--- src/rtl/width_pkg.sv ---
// Shared types for the width_change / width_split byte path.
package width_pkg;

  typedef enum logic [1:0] {
    IDLE,
    HI,
    LO
  } split_state_t;

endpackage

--- src/rtl/sync_fifo.sv ---
// Pointer-based synchronous FIFO; read data is the registered slot at the read pointer.
// Writes are ignored when full, reads when empty; no same-cycle bypass.
module sync_fifo #(
  parameter  int DW    = 16,
  parameter  int DEPTH = 4,
  localparam int AW    = $clog2(DEPTH)
) (
  input  logic          clk,
  input  logic          rst,
  input  logic          i_wr_vld,
  input  logic [DW-1:0] i_wr_dat,
  input  logic          i_rd_en,
  output logic [DW-1:0] o_rd_dat,
  output logic          o_full,
  output logic [AW:0]   o_level
);

  logic [DW-1:0] r_mem [DEPTH];
  logic [AW:0]   r_wr_cnt;
  logic [AW:0]   r_rd_cnt;
  logic [AW:0]   w_level;
  logic          w_full;
  logic          w_push;
  logic          w_pop;

  // Counters carry one extra bit so full and empty stay distinguishable.
  assign w_level = r_wr_cnt - r_rd_cnt;
  assign w_full  = (w_level == (AW+1)'(DEPTH));
  assign w_push  = i_wr_vld && !w_full;
  assign w_pop   = i_rd_en && (w_level != '0);

  always_ff @(posedge clk) begin
    if (rst) begin
      r_wr_cnt <= '0;
      r_rd_cnt <= '0;
    end else begin
      if (w_push) r_wr_cnt <= r_wr_cnt + 1'b1;
      if (w_pop)  r_rd_cnt <= r_rd_cnt + 1'b1;
    end
  end

  always_ff @(posedge clk) begin
    if (w_push) r_mem[r_wr_cnt[AW-1:0]] <= i_wr_dat;
  end

  assign o_rd_dat = r_mem[r_rd_cnt[AW-1:0]];
  assign o_full   = w_full;
  assign o_level  = w_level;

endmodule

--- src/rtl/width_split.sv ---
// Buffers 2*WIDTH words and re-serialises them upper byte first; first byte valid 2 cycles after din_vld.
// dout holds under !dout_rdy; input has no backpressure, so words arriving while full are dropped into ovf.
module width_split
  import width_pkg::*;
#(
  parameter  int WIDTH = 8,
  parameter  int DEPTH = 4,
  localparam int AW    = $clog2(DEPTH)
) (
  input  logic               clk,
  input  logic               rst,
  input  logic [2*WIDTH-1:0] din,
  input  logic               din_vld,
  output logic [WIDTH-1:0]   dout,
  output logic               dout_vld,
  input  logic               dout_rdy,
  output logic               full,
  output logic [AW:0]        level,
  output logic               ovf
);

  split_state_t       r_state;
  split_state_t       w_state_nxt;
  logic               w_pop;
  logic [2*WIDTH-1:0] w_fifo_dat;
  logic               w_full;
  logic [AW:0]        w_level;
  logic [2*WIDTH-1:0] r_wreg;
  logic [2*WIDTH-1:0] w_wreg_nxt;
  logic [WIDTH-1:0]   r_dout;
  logic [WIDTH-1:0]   w_dout_nxt;
  logic               r_dout_vld;
  logic               w_dout_vld_nxt;
  logic               r_ovf;

  sync_fifo #(
    .DW    (2*WIDTH),
    .DEPTH (DEPTH)
  ) u_fifo (
    .clk      (clk),
    .rst      (rst),
    .i_wr_vld (din_vld),
    .i_wr_dat (din),
    .i_rd_en  (w_pop),
    .o_rd_dat (w_fifo_dat),
    .o_full   (w_full),
    .o_level  (w_level)
  );

  always_comb begin
    w_state_nxt    = r_state;
    w_pop          = 1'b0;
    w_dout_nxt     = '0;
    w_dout_vld_nxt = 1'b0;
    case (r_state)
      IDLE: begin
        if (w_level != '0) begin
          w_pop       = 1'b1;
          w_state_nxt = HI;
        end
      end
      HI: begin
        if (dout_rdy) w_state_nxt = LO;
      end
      LO: begin
        if (dout_rdy) begin
          if (w_level != '0) begin
            w_pop       = 1'b1;
            w_state_nxt = HI;
          end else begin
            w_state_nxt = IDLE;
          end
        end
      end
      default: w_state_nxt = IDLE;
    endcase

    // Output byte is precomputed from the next state so dout/dout_vld come straight from flops.
    w_wreg_nxt = w_pop ? w_fifo_dat : r_wreg;
    case (w_state_nxt)
      HI: begin
        w_dout_nxt     = w_wreg_nxt[2*WIDTH-1:WIDTH];
        w_dout_vld_nxt = 1'b1;
      end
      LO: begin
        w_dout_nxt     = w_wreg_nxt[WIDTH-1:0];
        w_dout_vld_nxt = 1'b1;
      end
      default: begin
        w_dout_nxt     = '0;
        w_dout_vld_nxt = 1'b0;
      end
    endcase
  end

  always_ff @(posedge clk) begin
    if (rst) begin
      r_state    <= IDLE;
      r_wreg     <= '0;
      r_dout     <= '0;
      r_dout_vld <= 1'b0;
      r_ovf      <= 1'b0;
    end else begin
      r_state    <= w_state_nxt;
      r_wreg     <= w_wreg_nxt;
      r_dout     <= w_dout_nxt;
      r_dout_vld <= w_dout_vld_nxt;
      if (din_vld && w_full) r_ovf <= 1'b1;
    end
  end

  assign dout     = r_dout;
  assign dout_vld = r_dout_vld;
  assign full     = w_full;
  assign level    = w_level;
  assign ovf      = r_ovf;

endmodule

--- config.mk ---
export PLATFORM = sky130hd
export DESIGN_NAME = width_split
export DESIGN_NICKNAME = d
export VERILOG_FILES = /design/src/rtl/width_pkg.sv /design/src/rtl/sync_fifo.sv /design/src/rtl/width_split.sv
export SDC_FILE = /design/constraint.sdc
export NUM_CORES = 1
export LEC_CHECK = 0
export ABC_AREA = 1
export CORE_AREA = 8 8 133 122
export CTS_BUF_LIST = sky130_fd_sc_hd__clkbuf_2
export DETAILED_ROUTE_END_ITERATION = 16
export DIE_AREA = 0 0 141 130
export GPL_TIMING_DRIVEN = 0
export MAX_ROUTING_LAYER = met4
export PLACE_DENSITY = 0.48
export SYNTH_ARGS = -nofsm -noshare
export SYNTH_HDL_FRONTEND = slang
export SYNTH_SLANG_ARGS = --single-unit
--- constraint.sdc ---
create_clock -name clk -period 2.3 [get_ports clk]
set_input_delay 0.69 -clock clk [delete_from_list [all_inputs] [get_ports clk]]
set_output_delay 0.69 -clock clk [all_outputs]
set_load 0.03 [all_outputs]
==> flow_metrics.tcl <==
set metrics [dict create \
    maxCapViolations 0 \
    grt_pass1_wl_mm 14.5 \
    routed_wl_mm 9.21 \
    crit_type "flop to output port" \
    gp_congestion 0.727 \
    grt_max_degree 20 \
    cts_buffer_depth 2 \
    holdPathStages 2 \
    num_vias 2872 \
    power.leakage_nw 2.12 \
    overflow 0 \
    avgSynthCellArea_um2 9.98 \
    whs_endpoint "ovf" \
    hold_violations 0 \
    grt_use_total_pct 10.6 \
    grt_setup_unrepaired "yes" \
    routedWlPerCell_um 13.7 \
    powerDensity_mw_per_mm2 1430 \
    setup_viol 32 \
    clock_skew_ns 0.0413 \
    layout-drive-gt1-share_pct 22.1 \
    drc 0 \
    r2r_slack_ns -0.29 \
    reg2reg_to "dout[6]" \
    rows 41 \
    synth_cell_types 22 \
    worstSetupStartpointType "flop" \
    io_buffers 33 \
    slew_violations 0 \
    die_w_um 141 \
    clock_latency_ns 0.58 \
    dpl.hpwl_mm 6.05 \
    seqCellArea_mm2 0.00265 \
    clk_pin_slew_ns 0.28 \
    nFillCells 1386 \
    grt_pass1_vias 2729 \
    ir_drop_mv 0.455 \
    timing.hold.ws_ns 0.466 \
    regToRegStartpoint "u_fifo.r_wr_cnt[0]" \
    syn_area_mm2 0.00409 \
    drt_iter0_drc 148 \
    period_share_pct 119 \
    fp.coreArea_mm2 0.0139 \
    root_buffer "clkbuf_2" \
    die_area_mm2 0.0183 \
    io_pins 34 \
    failed_checks "setup timing" \
    syn-num-nets 439 \
    ys_warn_count 0 \
    fin_nets 503 \
    syn_inst 410 \
    hp-class "flop to flop" \
    cts_tree "built" \
    ys_ff_latch 100 \
    cp.arrival_ns 2.05 \
    reg2reg_depth 18 \
    antenna_left 0 \
    layout_commonest_cell "nand2_1" \
    synth_area_leaders "edfxtp_1 47%, dfxtp_1 18%, nand2_1 11%" \
    power_frac_seq_pct 32.9 \
    areaGrowthSynthToFinish_pct 28.5 \
    vias_per_cell 4.27 \
    die_h_um 130 \
    internal_power_w 0.00424 \
    multi_input_area_mm2 0.00142 \
    tns_ns -4.63 \
    p_sw_share_pct 43.5 \
    worst-endpoint-required_ns 1.61 \
    min_from "ovf" \
    initial_utilization_pct 29.4 \
    clock_power_share_pct 10.7 \
    htree_levels 3 \
    combPwrFrac_pct 56.4 \
    p_sw_w 0.00327 \
    cts_buffers 9 \
    yosys.area.top_type_share_pct 47.0 \
    clock_sinks 100 \
    finalCriticalPeriod_ns 2.74 \
    drt-pass1-iter-count 4 \
    synth_top_area_cell "edfxtp_1" \
    max_freq_ghz 0.365 \
    ys_seq_area_share_pct 64.6 \
    slew_headroom_pct 61.3 \
    final_cell_mix "115 x nand2_1, 64 x edfxtp_1, 62 x nand3_1" \
    worst_pin_slew_ns 0.580 \
    antenna_found_initial 1 \
    crit_path_max_fanout 2 \
    fin_ws_ns -0.441 \
    endpoint_kind "output port" \
    status "finished with violations" \
]
## worst max-delay path, cell delays in order, from the launching register on
cell and delay, ns:
dfxtp_2 0.39, inv_2 0.05, ha_4 0.15, fa_2 0.54
nand2_2 0.06, inv_2 0.07, nand2_2 0.07, inv_2 0.06
buf_6 0.12
## stage by stage
step | total power [W] | utilization [%] | area (um2) | worst slack, ns | cells
CTS | 0.00673 | 35.5 | 4930 | -0.482 | 661
global route | 0.00811 | 37.8 | 5260 | -0.587 | 673
floorplan | 0.00470 | - | 4110 | -0.0602 | 410
detailed placement | 0.00568 | 33.7 | 4680 | -0.503 | 636
global placement | 0.00564 | 33.7 | 4680 | -0.527 | 636
finish | 0.00751 | 37.8 | 5260 | -0.441 | 673
## cell families after synthesis
family	Yosys count	share of synthesized area (%)
flip-flops	100	64.6
buffers and inverters	56	6.02
AND/OR/NAND/NOR	226	24.2
AO/OA/AOI/OAI	19	2.32
adder cells (fa/ha/maj)	9	2.93
## how the worst max path moves through the flow
| stage | startpoint | endpoint | slack (ns) | depth (start not counted) |
|---|---|---|---|---|
| 6_report | u_fifo.r_wr_cnt[0] | full | -0.44 | 8 |
| 5_1_grt | u_fifo.r_wr_cnt[0] | full | -0.59 | 8 |
| 4_1_cts | u_fifo.r_wr_cnt[0] | full | -0.48 | 8 |
| 3_5_place_dp | dout_rdy | dout[4] | -0.50 | 10 |
| 3_3_place_gp | dout_rdy | dout[0] | -0.53 | 10 |
| 2_1_floorplan | u_fifo.r_wr_cnt[0] | u_fifo.r_mem[0][0] | -0.06 | 8 |
## power by group through the flow
stage	Sequential (W)	Combinational (W)	Clock, W
6_report	0.00247	0.00424	0.000802
5_1_grt	0.00251	0.00469	0.000909
4_1_cts	0.00247	0.00341	0.000841
3_5_place_dp	0.00252	0.00317	0
3_3_place_gp	0.00250	0.00314	0
2_1_floorplan	0.00266	0.00203	0
## registers in the layout, indices dropped and copies added (netlist names), named ones only
register	flops
u_fifo.r_wr_cnt	3
u_fifo.r_mem	64
dout_vld	1
r_state	2
ovf	1
u_fifo.r_rd_cnt	3
r_wreg	16
dout	8
## metal layers
layer	routed length [um]	vias to the layer above	GRT usage (%)
li1	-	1469	-
met1	4540	1356	13.5
met2	4240	35	16.0
met3	264	12	2.45
met4	159	0	4.36
met5	0	-	-
## cells in the mapped netlist, drive strengths merged
master	instances
nand2	129
nand3	66
edfxtp	64
inv	39
dfxtp	36
nor2	30
buf	15
a21oi	14
ha	8
o21ai	5
clkbuf	2
fa	1
nand3b	1
## final cells by class
| type | count | area share [%] |
|---|---|---|
| Multi-Input combinational cell | 254 | 26.9 |
| Clock inverter | 6 | 1.14 |
| Sequential cell | 100 | 50.4 |
| Buffer | 15 | 1.67 |
| Antenna cell | 1 | 0.0476 |
| Timing Repair Buffer | 55 | 11.2 |
| Inverter | 39 | 3.07 |
| Clock buffer | 10 | 0.952 |
| Tap cell | 193 | 4.59 |
## repair_timing
item | CTS | global route
gates resized for setup | 55 | 50
setup endpoints to repair | 88 | 61
buffers inserted | 11 | 10
cloned | 0 | 1
hold buffers | 0 | 0
hold endpoints to repair | 0 | 0
pin swaps | 6 | 5
Power figures use the tool's default switching activity.
